<file path="config.mk">
export PLATFORM = sky130hd
export DESIGN_NAME = riscv_core_mdu_flat
export DESIGN_NICKNAME = d
export VERILOG_FILES = /design/src/rtl/riscv_core_pkg.sv /design/src/rtl/riscv_core_mdu_if.sv /design/src/rtl/riscv_core_div_iter.sv /design/src/rtl/riscv_core_mdu.sv /design/src/flat_wrapper.sv
export SDC_FILE = /design/constraint.sdc
export NUM_CORES = 2
export LEC_CHECK = 0
export BUFFER_PORTS_ARGS = -buffer_cell sky130_fd_sc_hd__buf_2
export CAP_MARGIN = 20
export CORE_ASPECT_RATIO = 1.1
export CORE_MARGIN = 4
export CORE_UTILIZATION = 72
export DETAILED_ROUTE_END_ITERATION = 10
export MAX_ROUTING_LAYER = met4
export PLACE_DENSITY = 0.95
export REMOVE_ABC_BUFFERS = 1
export SLEW_MARGIN = 20
export SYNTH_ARGS = -nofsm -noshare
export SYNTH_HDL_FRONTEND = slang
export SYNTH_SLANG_ARGS = --single-unit
</file>
<file path="constraint.sdc">
create_clock -name i_clk -period 15.1 [get_ports i_clk]
set_input_delay 3.02 -clock i_clk [delete_from_list [all_inputs] [get_ports i_clk]]
set_output_delay 3.02 -clock i_clk [all_outputs]
set_load 0.1 [all_outputs]
</file>
<file path="src/rtl/riscv_core_pkg.sv">
// Shared types for the RV32 M-extension unit: funct3 op encoding, FSM states
// and the divider counter width helper.
package riscv_core_pkg;

  typedef enum logic [2:0] {
    OP_MUL    = 3'b000,
    OP_MULH   = 3'b001,
    OP_MULHSU = 3'b010,
    OP_MULHU  = 3'b011,
    OP_DIV    = 3'b100,
    OP_DIVU   = 3'b101,
    OP_REM    = 3'b110,
    OP_REMU   = 3'b111
  } mdu_op_e;

  typedef enum logic [2:0] {
    ST_IDLE,
    ST_MUL,
    ST_DIV,
    ST_FIX,
    ST_DONE
  } mdu_state_e;

  function automatic int unsigned cnt_w(input int unsigned xlen);
    return (xlen > 1) ? $clog2(xlen) : 1;
  endfunction

endpackage

</file>
<file path="src/rtl/riscv_core_mdu_if.sv">
// Request/response bundle between the execute stage (master) and the MDU (slave).
// Signal names follow the MDU's point of view.
interface riscv_core_mdu_if #(
  parameter int XLEN = 32,
  parameter int TAGW = 5
);
  logic            i_valid;
  logic            o_ready;
  logic [2:0]      i_op;
  logic [XLEN-1:0] i_srcA;
  logic [XLEN-1:0] i_srcB;
  logic [TAGW-1:0] i_tag;
  logic            i_flush;
  logic            o_valid;
  logic            i_ready;
  logic [XLEN-1:0] o_result;
  logic [TAGW-1:0] o_tag;
  logic            o_busy;

  modport master (
    output i_valid, i_op, i_srcA, i_srcB, i_tag, i_flush, i_ready,
    input  o_ready, o_valid, o_result, o_tag, o_busy
  );

  modport slave (
    input  i_valid, i_op, i_srcA, i_srcB, i_tag, i_flush, i_ready,
    output o_ready, o_valid, o_result, o_tag, o_busy
  );
endinterface

</file>
<file path="src/rtl/riscv_core_div_iter.sv">
// Restoring shift/trial-subtract divider core: one quotient bit per i_step,
// operating on unsigned magnitudes loaded by i_load.
module riscv_core_div_iter
  import riscv_core_pkg::*;
#(
  parameter int XLEN = 32
) (
  input  logic            i_clk,
  input  logic            i_rst,
  input  logic            i_load,
  input  logic            i_step,
  input  logic [XLEN-1:0] i_dividend,
  input  logic [XLEN-1:0] i_divisor,
  output logic            o_done,
  output logic [XLEN-1:0] o_quo,
  output logic [XLEN-1:0] o_rem
);
  localparam int CW = cnt_w(XLEN);

  logic [XLEN-1:0] r_quo, r_rem, r_div;
  logic [CW-1:0]   r_cnt;
  logic [XLEN:0]   w_shift;
  logic [XLEN-1:0] w_diff;
  logic            w_ge;

  // The partial remainder needs one extra bit after the shift before the trial compare
  assign w_shift = {r_rem, r_quo[XLEN-1]};
  assign w_ge    = (w_shift >= {1'b0, r_div});
  assign w_diff  = w_shift[XLEN-1:0] - r_div;

  always_ff @(posedge i_clk) begin
    if (i_rst) begin
      r_quo <= '0;
      r_rem <= '0;
      r_div <= '0;
      r_cnt <= '0;
    end else if (i_load) begin
      r_quo <= i_dividend;
      r_rem <= '0;
      r_div <= i_divisor;
      r_cnt <= CW'(XLEN - 1);
    end else if (i_step) begin
      r_rem <= w_ge ? w_diff : w_shift[XLEN-1:0];
      r_quo <= {r_quo[XLEN-2:0], w_ge};
      r_cnt <= r_cnt - CW'(1);
    end
  end

  assign o_done = (r_cnt == '0);
  assign o_quo  = r_quo;
  assign o_rem  = r_rem;
endmodule

</file>
<file path="src/rtl/riscv_core_mdu.sv">
// RV32 M-extension unit: two-edge multiplier, iterative divider with sign fix-up,
// valid/ready on both sides and a flush that squashes the in-flight operation.
module riscv_core_mdu
  import riscv_core_pkg::*;
#(
  parameter int XLEN = 32,
  parameter int TAGW = 5
) (
  input logic               i_clk,
  input logic               i_rst,
  riscv_core_mdu_if.slave   bus
);
  mdu_state_e      r_state;
  mdu_op_e         r_op;
  logic [XLEN-1:0] r_a, r_b, r_result;
  logic [TAGW-1:0] r_tag;
  logic            r_valid, r_phase, r_neg_q, r_neg_r;

  mdu_op_e           w_op;
  logic              w_signed_div, w_is_rem, w_div_zero, w_ovf, w_load, w_step, w_iter_done;
  logic [XLEN-1:0]   w_mag_a, w_mag_b, w_quo, w_rem, w_quo_fx, w_rem_fx, w_fix_res, w_mul_res;
  logic              w_sa, w_sb;
  logic [2*XLEN-1:0] w_ma, w_mb, w_prod;

  assign w_op         = mdu_op_e'(bus.i_op);
  assign w_signed_div = (w_op == OP_DIV) || (w_op == OP_REM);
  assign w_is_rem     = (w_op == OP_REM) || (w_op == OP_REMU);
  assign w_div_zero   = (bus.i_srcB == '0);
  assign w_ovf        = w_signed_div && (bus.i_srcA == {1'b1, {(XLEN-1){1'b0}}}) && (bus.i_srcB == '1);
  assign w_mag_a      = (w_signed_div && bus.i_srcA[XLEN-1]) ? -bus.i_srcA : bus.i_srcA;
  assign w_mag_b      = (w_signed_div && bus.i_srcB[XLEN-1]) ? -bus.i_srcB : bus.i_srcB;
  assign w_load       = (r_state == ST_IDLE) && bus.i_valid && !bus.i_flush && bus.i_op[2]
                        && !w_div_zero && !w_ovf;
  assign w_step       = (r_state == ST_DIV) && !bus.i_flush;

  riscv_core_div_iter #(.XLEN(XLEN)) u_div (
    .i_clk      (i_clk),
    .i_rst      (i_rst),
    .i_load     (w_load),
    .i_step     (w_step),
    .i_dividend (w_mag_a),
    .i_divisor  (w_mag_b),
    .o_done     (w_iter_done),
    .o_quo      (w_quo),
    .o_rem      (w_rem)
  );

  // Sign-extending both operands to 2*XLEN makes one unsigned multiply serve all four variants
  assign w_sa      = (r_op == OP_MULH) || (r_op == OP_MULHSU);
  assign w_sb      = (r_op == OP_MULH);
  assign w_ma      = {{XLEN{w_sa & r_a[XLEN-1]}}, r_a};
  assign w_mb      = {{XLEN{w_sb & r_b[XLEN-1]}}, r_b};
  assign w_prod    = w_ma * w_mb;
  assign w_mul_res = (r_op == OP_MUL) ? w_prod[XLEN-1:0] : w_prod[2*XLEN-1:XLEN];

  assign w_quo_fx  = r_neg_q ? -w_quo : w_quo;
  assign w_rem_fx  = r_neg_r ? -w_rem : w_rem;
  assign w_fix_res = ((r_op == OP_REM) || (r_op == OP_REMU)) ? w_rem_fx : w_quo_fx;

  always_ff @(posedge i_clk) begin
    if (i_rst) begin
      r_state  <= ST_IDLE;
      r_op     <= OP_MUL;
      r_a      <= '0;
      r_b      <= '0;
      r_result <= '0;
      r_tag    <= '0;
      r_valid  <= 1'b0;
      r_phase  <= 1'b0;
      r_neg_q  <= 1'b0;
      r_neg_r  <= 1'b0;
    end else if (bus.i_flush) begin
      r_state <= ST_IDLE;
      r_valid <= 1'b0;
      r_phase <= 1'b0;
    end else begin
      case (r_state)
        ST_IDLE: if (bus.i_valid) begin
          r_op    <= w_op;
          r_tag   <= bus.i_tag;
          r_a     <= bus.i_srcA;
          r_b     <= bus.i_srcB;
          r_phase <= 1'b0;
          if (!bus.i_op[2]) begin
            r_state <= ST_MUL;
          end else if (w_div_zero) begin
            r_result <= w_is_rem ? bus.i_srcA : '1;
            r_valid  <= 1'b1;
            r_state  <= ST_DONE;
          end else if (w_ovf) begin
            r_result <= w_is_rem ? '0 : bus.i_srcA;
            r_valid  <= 1'b1;
            r_state  <= ST_DONE;
          end else begin
            r_neg_q <= w_signed_div && (bus.i_srcA[XLEN-1] ^ bus.i_srcB[XLEN-1]);
            r_neg_r <= w_signed_div && bus.i_srcA[XLEN-1];
            r_state <= ST_DIV;
          end
        end
        // MUL and FIX both write o_result on their first edge and raise o_valid on the second
        ST_MUL, ST_FIX: begin
          if (!r_phase) begin
            r_result <= (r_state == ST_MUL) ? w_mul_res : w_fix_res;
            r_phase  <= 1'b1;
          end else begin
            r_phase <= 1'b0;
            r_valid <= 1'b1;
            r_state <= ST_DONE;
          end
        end
        ST_DIV: if (w_iter_done) r_state <= ST_FIX;
        ST_DONE: if (bus.i_ready) begin
          r_valid <= 1'b0;
          r_state <= ST_IDLE;
        end
        default: r_state <= ST_IDLE;
      endcase
    end
  end

  assign bus.o_ready  = (r_state == ST_IDLE);
  assign bus.o_busy   = (r_state != ST_IDLE);
  assign bus.o_valid  = r_valid;
  assign bus.o_result = r_result;
  assign bus.o_tag    = r_tag;
endmodule

</file>
<file path="src/flat_wrapper.sv">
// flat-port wrapper written by rule: the top's interface ports become plain ports
module riscv_core_mdu_flat import riscv_core_pkg::*;
#(
  parameter int XLEN = 32,
  parameter int TAGW = 5
)
  (i_clk, i_rst, bus_i_valid, bus_i_op, bus_i_srcA, bus_i_srcB, bus_i_tag, bus_i_flush, bus_i_ready, bus_o_ready, bus_o_valid, bus_o_result, bus_o_tag, bus_o_busy);
  riscv_core_mdu_if #(.XLEN(XLEN), .TAGW(TAGW)) bus_i ();
  input logic i_clk;
  input logic i_rst;
  input wire logic [$bits(bus_i.i_valid)-1:0] bus_i_valid;
  input wire logic [$bits(bus_i.i_op)-1:0] bus_i_op;
  input wire logic [$bits(bus_i.i_srcA)-1:0] bus_i_srcA;
  input wire logic [$bits(bus_i.i_srcB)-1:0] bus_i_srcB;
  input wire logic [$bits(bus_i.i_tag)-1:0] bus_i_tag;
  input wire logic [$bits(bus_i.i_flush)-1:0] bus_i_flush;
  input wire logic [$bits(bus_i.i_ready)-1:0] bus_i_ready;
  output wire logic [$bits(bus_i.o_ready)-1:0] bus_o_ready;
  output wire logic [$bits(bus_i.o_valid)-1:0] bus_o_valid;
  output wire logic [$bits(bus_i.o_result)-1:0] bus_o_result;
  output wire logic [$bits(bus_i.o_tag)-1:0] bus_o_tag;
  output wire logic [$bits(bus_i.o_busy)-1:0] bus_o_busy;
  assign bus_i.i_valid = bus_i_valid;
  assign bus_i.i_op = bus_i_op;
  assign bus_i.i_srcA = bus_i_srcA;
  assign bus_i.i_srcB = bus_i_srcB;
  assign bus_i.i_tag = bus_i_tag;
  assign bus_i.i_flush = bus_i_flush;
  assign bus_i.i_ready = bus_i_ready;
  assign bus_o_ready = bus_i.o_ready;
  assign bus_o_valid = bus_i.o_valid;
  assign bus_o_result = bus_i.o_result;
  assign bus_o_tag = bus_i.o_tag;
  assign bus_o_busy = bus_i.o_busy;
  riscv_core_mdu #(.XLEN(XLEN), .TAGW(TAGW)) u_core (.i_clk(i_clk), .i_rst(i_rst), .bus(bus_i));
endmodule
</file>
==> summary.txt <==
STA
  • Rel. slew slack: around a fifth
  • Fin Hold WS: around 0.46 ns
  • Hold Vio Cnt, Final: 0
  • Tightest Pin Transition: roughly 1.2 ns
  • Worst Clk Skew: around 0.014 ns
  • Max-slew violations: 0
  • Setup slack after layout: 5.65 ns
  • Tcrit/Tclk final: between 60% and 70%
  • Post-layout min period: around 9.4 ns
  • Endpoints failing setup: 0
  • Setup TNS: 0 ns
  • Fmax: approximately 110 MHz
  • RSZ-0062 raised after global routing: no

Worst setup path
  • CP Data Required Time: around 16 ns
  • Reg2reg end: u_core.bus.o_result[25]
  • R2R Setup Slk: between 5 and 6 ns
  • CP Capture Type: flop
  • FF-to-FF Start: u_core.r_op[1]
  • Worst reg2reg path depth: 27
  • Type of the worst setup path: reg -> reg
  • Worst EP arrival: ~9.9 ns
  • Crit. Startpoint: u_core.r_op[1]
  • Crit path max fanout: 31
  • Setup crit end: u_core.bus.o_result[25]
  • Startpoint Class: flop

Drt
  • DR WL/cell: roughly 23 um
  • First-pass DRT Iterations: 9
  • ANT nets after route: 0
  • Vias per inst: 6.48
  • Routed WL: 161000 um
  • DRC Markers: 0
  • Via Count: between 40000 and 50000
  • Drt initial violations: approximately 4900

Cells and area
  • Fill count: around 4600
  • Finished Cell Area: roughly 54000 sq um
  • Share of layout cells above drive strength 1: between 4 and 5%
  • Final net count: approximately 7500
  • Commonest non-fill, non-tap cell in the layout: inv_1
  • Area Growth Syn to Fin: 3.36%
  • Most frequent cells in the layout: inv_1, fa_1, nand2_1
  • Non-Filler Instances: around 7000

Flow run
  • MaxCap Viol Count: 0

Floorplanning
  • Die Y: roughly 290 um
  • Die ar.: around 77000 sq um
  • IO Pins: ~120
  • DIE WIDTH: approximately 260 um
  • Std-Cell Rows: ~100
  • Core region area: ~70000 sq um
  • Initial core utilization: between 70% and 80%

Yosys
  • Post-synthesis sequential area ratio: 8.13%
  • Asr flop ratio synth: 0%
  • Synth Flop Type: dfxtp_1
  • Yosys reg bits: around 210
  • Post-synthesis cell area: 52200 sq um
  • Unique masters post-synth: 86
  • Mapped Cells: roughly 6200
  • Yosys Warn Count: 0
  • Post-synth EDFFs: 0
  • Syn_area_per_cell: approximately 8.4 sq um

Placed design
  • Final GP Congestion: between 1 and 1.5
  • Post-placement cell area: about 53000 sq um
  • Dpl cells: 6949
  • Pre-CTS setup slack: just under 6 ns
  • Post-DP HPWL: between 100000 and 150000 um
  • PortBufs: 116

Power
  • Lkg Pwr: approximately 25 nW
  • PwrDens: between 40 and 50 nW/um^2
  • VDD IR max: 0.0873 mV

Global routing
  • First-pass GRT wire length: ~260000 um
  • Vias in the first global route: 49600
  • Global route overflow: 0
  • Initial antenna violation count: 10
  • Total Routing Usage GR: 43.5%
  • Largest net degree at the start of global routing: 85

Clocking
  • CTS tree: built
  • Post-CTS Repair Setup Buffers: 0
  • CTS hold repair buffers: 0
  • CTS Buffer Depth: 3
  • Clock-pin slew on the worst setup and hold paths: 0.06 ns
  • H-Tree Depth: 1
  • Clock Sinks: around 210
  • Resized cells post-CTS: 0
  • Root Driver: clkbuf_16
  • CTS Buf Count: 26
  • Clk_lat worst skew: roughly 0.54 ns

Worst hold path
  • Hold Path Class: reg -> reg
  • Hold depth: 2
  • Hold Crit Start: u_core.r_a[0]

Status
  • Status: finished, final reports clean
Yosys cell counts (all sizes together) (28+ instances only):
master | n | area share (%)
nor2 | 204 | 1.5
dfxtp | 212 | 8.1
xnor2 | 127 | 2.1
nand4 | 34 | 0.41
xor2 | 76 | 1.3
a211oi | 72 | 1.0
inv | 1234 | 8.9
nand2 | 1092 | 7.9
clkbuf | 356 | 2.6
fa | 1126 | 43
and2 | 321 | 3.8
a21oi | 319 | 3.1
nand3 | 50 | 0.48
ha | 251 | 6.0
mux2i | 31 | 0.59
a22oi | 33 | 0.47
buf | 28 | 0.32
o31ai | 40 | 0.63
o21ai | 147 | 1.4
a21o | 42 | 0.60
nor3 | 45 | 0.43
logic make-up (layout without fill, tap and decap cells):
kind of cell,count (synthesis),count (layout),synth area share [%]
xor+xnor,203,203,3.41
other cells,0,13,0
fa+ha+maj,1378,1378,49.2
simple gates,1898,1898,16.5
flops,212,212,8.13
mux,32,32,0.616
compound gates,851,851,10.3
buf+inv,1618,1473,11.8
metrics by stage:
| stage | util (%) | power, W |
|---|---|---|
| final | 75.2 | 0.00216 |
| after global routing | 75.2 | 0.00225 |
| after CTS | 75.1 | 0.00212 |
| after detailed placement | 74.0 | 0.00153 |
| after global placement | 74.0 | 0.00149 |
| after floorplan | - | 0.00121 |
state kept, by name, indices dropped and copies added (netlist names):
register,cells
u_core.r_phase,1
u_core.u_div.r_div,32
u_core.u_div.o_rem,32
u_core.r_b,32
u_core.r_op,3
u_core.bus.o_valid,1
u_core.r_neg_r,1
u_core.bus.o_tag,5
u_core.r_a,32
u_core.u_div.o_quo,32
u_core.u_div.r_cnt,5
u_core.bus.o_result,32
u_core.r_state,3
u_core.r_neg_q,1
how the worst min path moves through the flow:
stage	endpoint	slack [ns]
2_1_floorplan	u_core.u_div.r_div[26]	0.43
3_3_place_gp	u_core.bus.o_tag[4]	0.44
3_5_place_dp	u_core.bus.o_tag[2]	0.44
4_1_cts	u_core.r_a[0]	0.45
5_1_grt	u_core.r_b[17]	0.47
6_report	u_core.r_a[0]	0.46
per-layer routing:
layer | vias to the layer above | track usage [%] | wire length (um)
met2 | 3523 | 67.7 | 75100
met4 | 0 | 29.1 | 14300
met3 | 1193 | 10.6 | 20100
li1 | 18600 | - | -
met5 | - | - | 0
met1 | 22000 | 50.4 | 51800
layout make-up:
type	count	area (sq um)	share of cell area [%]
clock inverters	13	88.8	0.165
diodes	13	32.5	0.0603
flip-flops and latches	212	4260	7.90
well taps	945	1180	2.19
clock buffers	30	707	1.31
inverters	1234	4630	8.58
repair buffers	196	1190	2.20
multi-input cells	4362	41900	77.6
critical path: stages (launching register included):
cell and delay [ns]:
dfxtp_1 0.45, xnor2_1 0.17, nor3b_2 0.06, buf_4 0.27, nand2_1 0.15, inv_1 0.10, fa_1 0.56, inv_1 0.15
fa_1 0.56, inv_1 0.07, fa_1 0.80, inv_1 0.29, fa_1 0.67, inv_1 0.50, fa_1 0.55, fa_1 0.51
fa_1 0.51, inv_1 0.05, fa_1 0.47, inv_1 0.04, ha_1 0.43, nand2_1 0.11, nor3_1 0.45, nand3_1 0.17
o311ai_0 0.59, mux2i_1 0.28, o211ai_1 0.10, a211oi_1 0.24
where the power goes:
part | internal (W) | switching, W | total, W
registers | 0.000584 | 0.0000468 | 0.000631
logic | 0.000302 | 0.000635 | 0.000937
clock network | 0.000334 | 0.000262 | 0.000597
No activity file was read; power rests on OpenSTA's default activity.
